[config.mk]
export PLATFORM = sky130hd
export DESIGN_NAME = processor_8085_multi
export DESIGN_NICKNAME = d
export VERILOG_FILES = /design/src/rtl/processor_8085_multi.sv
export SDC_FILE = /design/constraint.sdc
export NUM_CORES = 1
export LEC_CHECK = 0
export ABC_AREA = 1
export CAP_MARGIN = 30
export CORE_MARGIN = 2
export CORE_UTILIZATION = 54
export DETAILED_ROUTE_END_ITERATION = 12
export PLACE_DENSITY = 0.79
export SLEW_MARGIN = 15
export SYNTH_ARGS = -nofsm -noshare
export SYNTH_HDL_FRONTEND = slang
export SYNTH_SLANG_ARGS = --single-unit
[constraint.sdc]
create_clock -name clk -period 2.7 [get_ports clk]
set_clock_uncertainty 0.2 [all_clocks]
set_input_delay 0.54 -clock clk [delete_from_list [all_inputs] [get_ports clk]]
set_output_delay 0.54 -clock clk [all_outputs]
set_load 0.02 [all_outputs]
[src/rtl/processor_8085_multi.sv]
// Multi-cycle 8085-style accumulator core with a register file, cy/z flags and a single
// req/ack memory bus shared by instruction fetch, operand fetch and data access.
module processor_8085_multi #(
  parameter int DATA_W = 8,
  parameter int ADDR_W = 8,
  parameter int REG_N  = 7
) (
  input  logic              clk,
  input  logic              rst_n,
  output logic              mem_req,
  output logic              mem_we,
  output logic [ADDR_W-1:0] mem_addr,
  output logic [DATA_W-1:0] mem_wdata,
  input  logic [DATA_W-1:0] mem_rdata,
  input  logic              mem_ack,
  output logic [DATA_W-1:0] acc,
  output logic              cy,
  output logic              z,
  output logic [ADDR_W-1:0] pc_out,
  output logic              halted,
  output logic              instr_done
);

  typedef enum logic [2:0] {
    S_FETCH = 3'd0,
    S_OPER  = 3'd1,
    S_MEM   = 3'd2,
    S_EXEC  = 3'd3,
    S_HALT  = 3'd4
  } state_t;

  localparam logic [3:0] OP_MOVA = 4'h1;
  localparam logic [3:0] OP_MOVR = 4'h2;
  localparam logic [3:0] OP_ADD  = 4'h3;
  localparam logic [3:0] OP_SUB  = 4'h4;
  localparam logic [3:0] OP_ANA  = 4'h5;
  localparam logic [3:0] OP_XRA  = 4'h6;
  localparam logic [3:0] OP_MVI  = 4'h7;
  localparam logic [3:0] OP_LDA  = 4'h8;
  localparam logic [3:0] OP_STA  = 4'h9;
  localparam logic [3:0] OP_JMP  = 4'hA;
  localparam logic [3:0] OP_JZ   = 4'hB;
  localparam logic [3:0] OP_JC   = 4'hC;
  localparam logic [3:0] OP_HLT  = 4'hF;
  localparam logic [3:0] REG_LIM = 4'(REG_N);

  state_t              r_state, w_state_nxt;
  logic [ADDR_W-1:0]   r_pc, w_pc_nxt;
  logic [DATA_W-1:0]   r_acc, w_acc_nxt;
  logic                r_cy, w_cy_nxt;
  logic                r_z, w_z_nxt;
  logic [3:0]          r_op, w_op_nxt;
  logic [2:0]          r_idx, w_idx_nxt;
  logic [DATA_W-1:0]   r_opr, w_opr_nxt;
  logic                r_req, w_req_nxt;
  logic                r_we, w_we_nxt;
  logic [ADDR_W-1:0]   r_addr, w_addr_nxt;
  logic [DATA_W-1:0]   r_wdata, w_wdata_nxt;
  logic                r_halted;
  logic                r_done, w_done_nxt;
  logic                w_reg_we;
  logic [DATA_W-1:0]   r_regs [0:7];

  logic                w_ack;
  logic                w_rd_ok;
  logic [DATA_W-1:0]   w_rval;
  logic [DATA_W:0]     w_sum;
  logic [DATA_W-1:0]   w_diff;
  logic [DATA_W-1:0]   w_and;
  logic [DATA_W-1:0]   w_xor;
  logic [3:0]          w_fetch_op;
  logic                w_two_word;
  logic [ADDR_W-1:0]   w_pc_inc;

  // Indices at or beyond REG_N behave as a hardwired zero register
  assign w_ack      = r_req & mem_ack;
  assign w_rd_ok    = ({1'b0, r_idx} < REG_LIM);
  assign w_rval     = w_rd_ok ? r_regs[r_idx] : {DATA_W{1'b0}};
  assign w_sum      = {1'b0, r_acc} + {1'b0, w_rval};
  assign w_diff     = r_acc - w_rval;
  assign w_and      = r_acc & w_rval;
  assign w_xor      = r_acc ^ w_rval;
  assign w_fetch_op = mem_rdata[7:4];
  assign w_two_word = (w_fetch_op >= OP_MVI) && (w_fetch_op <= OP_JC);
  assign w_pc_inc   = r_pc + ADDR_W'(1);

  // Next-state, datapath and next bus-request decode
  always_comb begin
    w_state_nxt = r_state;
    w_pc_nxt    = r_pc;
    w_acc_nxt   = r_acc;
    w_cy_nxt    = r_cy;
    w_z_nxt     = r_z;
    w_op_nxt    = r_op;
    w_idx_nxt   = r_idx;
    w_opr_nxt   = r_opr;
    w_req_nxt   = r_req;
    w_we_nxt    = r_we;
    w_addr_nxt  = r_addr;
    w_wdata_nxt = r_wdata;
    w_done_nxt  = 1'b0;
    w_reg_we    = 1'b0;
    case (r_state)
      S_FETCH: begin
        if (!r_req) begin
          w_req_nxt  = 1'b1;
          w_we_nxt   = 1'b0;
          w_addr_nxt = r_pc;
        end else if (w_ack) begin
          w_op_nxt  = w_fetch_op;
          w_idx_nxt = mem_rdata[2:0];
          w_pc_nxt  = w_pc_inc;
          if (w_two_word) begin
            w_state_nxt = S_OPER;
            w_addr_nxt  = w_pc_inc;
          end else begin
            w_state_nxt = S_EXEC;
            w_req_nxt   = 1'b0;
          end
        end else begin
          w_req_nxt = 1'b1;
        end
      end
      S_OPER: begin
        if (w_ack) begin
          w_opr_nxt = mem_rdata;
          w_pc_nxt  = w_pc_inc;
          if ((r_op == OP_LDA) || (r_op == OP_STA)) begin
            w_state_nxt = S_MEM;
            w_addr_nxt  = mem_rdata[ADDR_W-1:0];
            w_we_nxt    = (r_op == OP_STA);
            w_wdata_nxt = r_acc;
          end else begin
            w_state_nxt = S_EXEC;
            w_req_nxt   = 1'b0;
          end
        end else begin
          w_req_nxt = 1'b1;
        end
      end
      S_MEM: begin
        if (w_ack) begin
          if (r_op == OP_LDA) begin
            w_acc_nxt = mem_rdata;
          end else begin
            w_acc_nxt = r_acc;
          end
          w_state_nxt = S_FETCH;
          w_done_nxt  = 1'b1;
          w_req_nxt   = 1'b1;
          w_we_nxt    = 1'b0;
          w_addr_nxt  = r_pc;
        end else begin
          w_req_nxt = 1'b1;
        end
      end
      S_EXEC: begin
        w_done_nxt = 1'b1;
        case (r_op)
          OP_MOVA: w_acc_nxt = w_rval;
          OP_MOVR: w_reg_we  = w_rd_ok;
          OP_ADD: begin
            w_acc_nxt = w_sum[DATA_W-1:0];
            w_cy_nxt  = w_sum[DATA_W];
            w_z_nxt   = (w_sum[DATA_W-1:0] == {DATA_W{1'b0}});
          end
          OP_SUB: begin
            w_acc_nxt = w_diff;
            w_cy_nxt  = (r_acc < w_rval);
            w_z_nxt   = (w_diff == {DATA_W{1'b0}});
          end
          OP_ANA: begin
            w_acc_nxt = w_and;
            w_cy_nxt  = 1'b0;
            w_z_nxt   = (w_and == {DATA_W{1'b0}});
          end
          OP_XRA: begin
            w_acc_nxt = w_xor;
            w_cy_nxt  = 1'b0;
            w_z_nxt   = (w_xor == {DATA_W{1'b0}});
          end
          OP_MVI:  w_acc_nxt = r_opr;
          OP_JMP:  w_pc_nxt  = r_opr[ADDR_W-1:0];
          OP_JZ:   w_pc_nxt  = r_z ? r_opr[ADDR_W-1:0] : r_pc;
          OP_JC:   w_pc_nxt  = r_cy ? r_opr[ADDR_W-1:0] : r_pc;
          default: w_pc_nxt  = r_pc;
        endcase
        // Launch the next fetch in the retiring edge so a 1-word op costs two cycles
        if (r_op == OP_HLT) begin
          w_state_nxt = S_HALT;
          w_req_nxt   = 1'b0;
        end else begin
          w_state_nxt = S_FETCH;
          w_req_nxt   = 1'b1;
          w_we_nxt    = 1'b0;
          w_addr_nxt  = w_pc_nxt;
        end
      end
      S_HALT: begin
        w_state_nxt = S_HALT;
        w_req_nxt   = 1'b0;
      end
      default: begin
        w_state_nxt = S_FETCH;
        w_req_nxt   = 1'b0;
      end
    endcase
  end

  // State, architectural registers and registered bus outputs
  always_ff @(posedge clk) begin
    if (!rst_n) begin
      r_state  <= S_FETCH;
      r_pc     <= {ADDR_W{1'b0}};
      r_acc    <= {DATA_W{1'b0}};
      r_cy     <= 1'b0;
      r_z      <= 1'b0;
      r_op     <= 4'h0;
      r_idx    <= 3'd0;
      r_opr    <= {DATA_W{1'b0}};
      r_req    <= 1'b0;
      r_we     <= 1'b0;
      r_addr   <= {ADDR_W{1'b0}};
      r_wdata  <= {DATA_W{1'b0}};
      r_halted <= 1'b0;
      r_done   <= 1'b0;
      for (int i = 0; i < 8; i++) begin
        r_regs[i] <= {DATA_W{1'b0}};
      end
    end else begin
      r_state  <= w_state_nxt;
      r_pc     <= w_pc_nxt;
      r_acc    <= w_acc_nxt;
      r_cy     <= w_cy_nxt;
      r_z      <= w_z_nxt;
      r_op     <= w_op_nxt;
      r_idx    <= w_idx_nxt;
      r_opr    <= w_opr_nxt;
      r_req    <= w_req_nxt;
      r_we     <= w_we_nxt;
      r_addr   <= w_addr_nxt;
      r_wdata  <= w_wdata_nxt;
      r_halted <= (w_state_nxt == S_HALT);
      r_done   <= w_done_nxt;
      if (w_reg_we) begin
        r_regs[r_idx] <= r_acc;
      end
    end
  end

  assign mem_req    = r_req;
  assign mem_we     = r_we;
  assign mem_addr   = r_addr;
  assign mem_wdata  = r_wdata;
  assign acc        = r_acc;
  assign cy         = r_cy;
  assign z          = r_z;
  assign pc_out     = r_pc;
  assign halted     = r_halted;
  assign instr_done = r_done;

endmodule

; ---- After elaboration in Yosys (flattened, before gate mapping)
; Memories as Yosys holds them, arrays and structs flattened. A register that Yosys moved wholly into a read port is not among the register bits.
; Cells that the tools add are included.
[totals]
ram_bits = 64
word_cells = 132
latch_bits = 0
rom_bits = 0
reg_bits = 56
memories = 1
out_inout_bits = 38
[classes]
bitwise_logic = 3
n_eq_ne = 29
div_mod_pow = 0
shift = 0
n_addsub = 3
n_reduce_logical = 23
magnitude_cmp = 4
mul = 0
mux = 55
[mem_list]
columns = memory, words, width, rd, rd_ports_with_merged_regs, write_ports, line
row1 = r_regs, 8, 8, 1, 1, 8, 62  ; logic [DATA_W-1:0] r_regs [0:7];
[op_table]
columns = cell, n
row1 = $mux 8, 15
row2 = $pmux 8 s3, 2
row3 = $pmux 8 s6, 1
row4 = $logic_not 8->1, 4
row5 = $pmux 8 s4, 1
row6 = $eq 4x4->1 const B, 6
row7 = $mux 3, 8
row8 = $mux 1, 20
row9 = $eq 4x3->1 const B, 4
row10 = $pmux 8 s2, 1
row11 = $pmux 3 s5, 1
row12 = $ne 2x2->1 const B, 7
row13 = $pmux 1 s4, 3
row14 = $add 8x8->9, 1
row15 = $ne 3x3->1 const B, 3
row16 = $add 8x1->8 const B, 1
row17 = $and 8x8->8, 1
row18 = $eq 4x2->1 const B, 2
row19 = $lt 8x8->1, 1
row20 = $reduce_and 2->1, 4
row21 = $reduce_bool 4->1, 2
row22 = $reduce_or 8->1, 1
row23 = $sub 8x8->8, 1
row24 = $xor 8x8->8, 1
row25 = other kinds (22), 26

; ---- Logic depth before layout (Yosys ltp)
[logic_depth]
ltp_word = 8
depth_mapped = 22

; ---- Worst setup path after synthesis
; No wires, ideal clock.
[synth_path]
path_kind = flip-flop to flip-flop
start = register with a tool-made name
end = register r_z (netlist: z)
setup_ns = 0.064
required_ns = 2.436
path_stages_with_launch = 20
period_less_slack_ns = 2.735
n_path_buf = 1
slack_ns = -0.035
arrival_ns = 2.471
cell_sequence = dfxtp_1 clkbuf_1 o21ai_0 o211ai_1 o211ai_1 inv_1 ha_1 inv_1 fa_1 inv_1 nand2_1 nand2_1 o21ai_0 xor2_1 nand2_1 nor2_1 nand3_1 nor2_1 nor2_1 nor2_1
[synth_lines]
columns = item, line
row1 = end signal: assignment, 235  ; r_z <= w_z_nxt;
row2 = end: declaration, 51  ; logic r_z, w_z_nxt;

==> impl.org <==
** Timing
- Worst slew margin relative to its limit :: 0.624
- Worst Hold Slack :: just over 0.3 ns
- Dividing the final minimum period by the clock period gives 1.09.
- Unrepaired setup endpoints after global routing :: true
- Setup violations remaining at the end of the flow were counted as 9.
- Final hold violation count :: 0
- Min cycle time layout :: 2.95 ns
- For the pin with the worst max-slew slack, the measured transition is 0.561 ns.
- Derived from the worst setup path, the maximum achievable clock frequency is 339 MHz.
- The final count of pins violating max slew was 0.
- After layout, the worst setup slack is -0.252 ns.

** Synth
- The synthesized design spends more area on one cell type than any other, namely edfxtp_1.
- Counting distinct cell types in the post-synthesis netlist gives 41.
- Share of the synthesized area in compound gates (AO/OA/AOI/OAI) :: 0.168
- After synthesis, the share of cell area in mux cells is 0.
- Of the post-synthesis cell area, the dominant cell type holds 0.280.
- The cell area that synthesis handed to floorplanning was 6870 sq um.
- Of the total synthesized cell area, the portion taken by full adders, half adders and majority gates is 0.0368.
- Of the total synthesized cell area, the portion taken by AND, OR, NAND and NOR gates is 0.251.
- Of the total synthesized cell area, the portion taken by XOR and XNOR cells is 0.0166.
- During synthesis, Yosys emitted a total of 0 warnings.
- Flip-flop and latch count after synthesis :: 123
- Combinational family with the most area after synthesis :: simple AND/OR/NAND/NOR gates
- For this run, the register share of the synthesized area comes to 0.452.
- Async S/R FF share, synth :: 0
- In the synthesized netlist, the number of instances is 909.
- Synth area leaders :: edfxtp_1 28%, dfxtp_1 17%, nor2_1 9.2%
- Mean instance size in the synthesized netlist :: 7.56 sq um
- Counting flops with a built-in enable in the synthesized netlist gives between 60 and 70.
- The most used flip-flop cell after synthesis is edfxtp_1.

** Pwr
- Total power density per cell area :: 761 nW/um^2
- The share of total power dissipated in sequential elements is 0.328.
- Share of power burned in the clock network :: 0.316
- Worst ir drop on vdd :: 0.000899 V
- Switching portion of total power :: 0.370
- Switching power summed over all nets :: 0.00259 W
- The share of total power dissipated in combinational logic is 0.356.
- The internal power of the cells totals 0.00441 W.
- For this design the static power due to leakage is 3.73 nW.
- Power Total :: 0.00700 W

** CTS
- CTS saw about 120 sinks.
- The H-tree generated during clock tree synthesis spans 4 levels.
- Buffers inserted to repair hold after CTS numbered 0.
- Number of buffers created by CTS :: 17
- TritonCTS built the clock tree.
- Clock latency reported for the late side of the worst-skew pair :: 0.43 ns
- Clock slew at the register clock pins of the worst setup and hold paths :: 0.06 ns
- In this run the deepest clock path goes through 2 buffers.
- Root buffer selected by CTS :: clkbuf_16

** Setup path
- WP data required :: 2.81 ns
- On the critical path the largest part of the delay comes from simple AND/OR/NAND/NOR gates.
- The largest single stage delay on the critical path is 0.38 ns.
- The cell that appears most often on the critical path is nand2_1.
- Standard cell with the maximum stage delay on the critical path :: dfxtp_4
- The worst setup path is captured at a register.
- Worst setup SP type :: register
- For the worst setup path, the data arrival time is just over 3 ns.
- Walking the worst path, the cells encountered are buf_4 -> buf_16 -> nor2_1 -> nor2_1 -> o21ai_0 -> o21ai_1 -> o211ai_1 -> buf_4 -> ha_4 -> inv_4 -> nand2_1 -> nand3b_1 -> nand2_1 -> nand2_2 -> nand2_1 -> nand2_1 -> inv_1 -> nand2_1 -> nand3_1 -> nor2_1 -> nor2_1.
- Max Fanout on Critical Path :: 6
- Number of buffers and inverters on the critical path :: 5
- Kind of critical path :: reg -> reg

** Floorplan
- The total area inside the core boundary comes to 12500 sq um.
- Die area :: 13600 sq um
- Pin placement for this block handled 49 I/O pins.
- The initial utilization of the core area, before any placement, comes to 0.549.
- The initialized floorplan defines 41 standard-cell rows.
- Horiz. Die Dim :: 117 um
- The die is 117 um tall.

** Place
- Placement-stage worst setup slack :: -0.371 ns
- Detailed placement finished with a half-perimeter wire length of roughly 15000 um.
- The congestion estimate from routability-driven global placement came to 1.02.
- Count of input and output buffers :: 48

** Final layout
- Relative to the synthesized area, the layout overhead comes to 33.7%.
- The number of antenna diodes in the final layout is 0.
- Of the cells placed in the final design, the portion with a size suffix greater than 1 is 0.219.
- For this run, the post-layout net count is 1074.

** Drt
- Per-cell via count in the routed design :: slightly below 6
- The routed layout has 7155 vias.
- The final layout contains routed wiring with a total length of 22300 um.
- Dividing the detail-routed wire length by the instance count gives 18.2 um.
- In the routed design, unresolved DRC markers number 0.
- Antenna Nets Post-Route :: 0
- Starting DRC count in detailed routing :: approximately 940
- Pre-Repair DR Iteration Count :: 6

** Worst hold path
- Worst hold path type :: reg -> reg

** Global routing
- The number of global-route vias before repair came to 6558.
- Across every metal layer, demand over resource in global routing totals 0.326.
- Largest net degree at the start of global routing :: 55
- The first global-routing pass estimated 33900 um of wire.
- Initial antenna violation count :: 0
- After global routing the overflow that remains totals 0.

** Job
- Across the run, the number of max-cap violations was 0.

** Outcome
- The flow ran to the end, but the final reports show violations.
- Failing checks :: negative setup slack
## worst paths after layout
path               start          end  slack, ns  cells past startpoint
max             register            z      -0.25                     21
min          mem_addr[7]  mem_addr[7]       0.31                      2
max reg2reg     register            z      -0.25                     21
min reg2reg  mem_addr[7]  mem_addr[7]       0.31                      2
## routing by layer
layer	vias up	global-route usage	wire (um)
li1	3309	-	-
met2	458	0.500	9950
met4	0	0.128	852
met3	85	0.0808	2280
met1	3303	0.448	9250
met5	-	0	0
## placed cells by master, fill, tap and decap left out, types with 3 or more instances in the layout
| cell type | n |
|---|---|
| nor3_2 | 3 |
| buf_6 | 3 |
| nor3_1 | 6 |
| inv_6 | 6 |
| edfxtp_1 | 64 |
| a21oi_1 | 55 |
| clkbuf_16 | 17 |
| inv_1 | 76 |
| ha_4 | 8 |
| clkdlybuf4s50_1 | 48 |
| nand3b_1 | 3 |
| o21ai_2 | 5 |
| nand2_2 | 21 |
| o211ai_1 | 17 |
| clkinv_1 | 3 |
| o21ai_1 | 31 |
| nand3_2 | 7 |
| inv_2 | 16 |
| nor2_1 | 159 |
| xor2_1 | 8 |
| ha_2 | 4 |
| a221oi_1 | 3 |
| nand4_1 | 8 |
| inv_8 | 5 |
| o21ai_0 | 77 |
| nor2_4 | 4 |
| buf_12 | 6 |
| xor2_2 | 3 |
| conb_1 | 8 |
| buf_4 | 79 |
| nand2_1 | 140 |
| a21oi_2 | 9 |
| ha_1 | 5 |
| dfxtp_1 | 57 |
| a31oi_1 | 6 |
| nand3_1 | 41 |
| nor2_2 | 15 |
## tightest hold or removal path, delay by kind of cell, from the launching register on
kind | cells | cell delay (ns)
simple gates | 1 | 0.08
compound gates | 1 | 0.07
flops | 1 | 0.32
## synth_stat cells (3+ instances only)
cell,n
a21oi_1,64
a221oi_1,3
a31oi_1,6
buf_2,11
clkbuf_1,15
clkinv_1,4
dfxtp_1,59
edfxtp_1,64
ha_1,17
inv_1,83
inv_2,11
nand2_1,153
nand2_2,8
nand3_1,49
nand3b_1,3
nand4_1,8
nor2_1,169
nor2_2,7
nor3_1,8
o211ai_1,17
o21ai_0,94
o21ai_1,18
xor2_1,12
## through the flow
| stage | utilization | instance area, sq um | TNS (ns) | std cells |
|---|---|---|---|---|
| 5_1_grt | 0.734 | 9190 | -2.93 | 1229 |
| 3_3_place_gp | 0.649 | 8120 | -1.34 | 1186 |
| 6_report | 0.734 | 9190 | -1.60 | 1229 |
| 4_1_cts | 0.719 | 9000 | -0.850 | 1226 |
| 3_5_place_dp | 0.649 | 8120 | -2.16 | 1186 |
| 2_1_floorplan | - | 6900 | 0 | 916 |
## registers in the layout, indices dropped and copies added, names as in the netlist, 3 cells and up, named ones only
register / count
pc_out: 8
acc: 8
r_idx: 3
r_state: 3
r_op: 4
r_opr: 8
mem_wdata: 8
r_regs: 64
mem_addr: 8
## final cells by class
type / instances / area (sq um)
well taps: 172 / 215
fillers: 932 / 3330
repair buffers: 139 / 1280
flip-flops and latches: 123 / 3110
clock inverters: 15 / 146
multi-input cells: 665 / 3630
inverters: 98 / 379
clock buffers: 17 / 425
## cells by family after synthesis
group	after synthesis
adders and majority gates	19
xor gates and xnor gates	13
AOI/OAI and AO/OA	212
other	1
and+or+nand+nor	413
DFF	123
buffers and inverters	128
## power groups by stage
| stage | clock network, W | registers (W) | logic (W) |
|---|---|---|---|
| floorplan | 0 | 0.00237 | 0.00117 |
| global placement | 0 | 0.00231 | 0.00204 |
| detailed placement | 0 | 0.00231 | 0.00206 |
| CTS | 0.00220 | 0.00229 | 0.00228 |
| global route | 0.00228 | 0.00231 | 0.00268 |
| finish | 0.00221 | 0.00229 | 0.00249 |
## repair_timing
item | in CTS | in global routing
cloned | 1 | 0
endpoints found under the setup margin | 9 | 9
setup buffers | 7 | 3
pin swaps | 24 | 32
resized for setup | 59 | 53
Power figures use the tool's default switching activity.
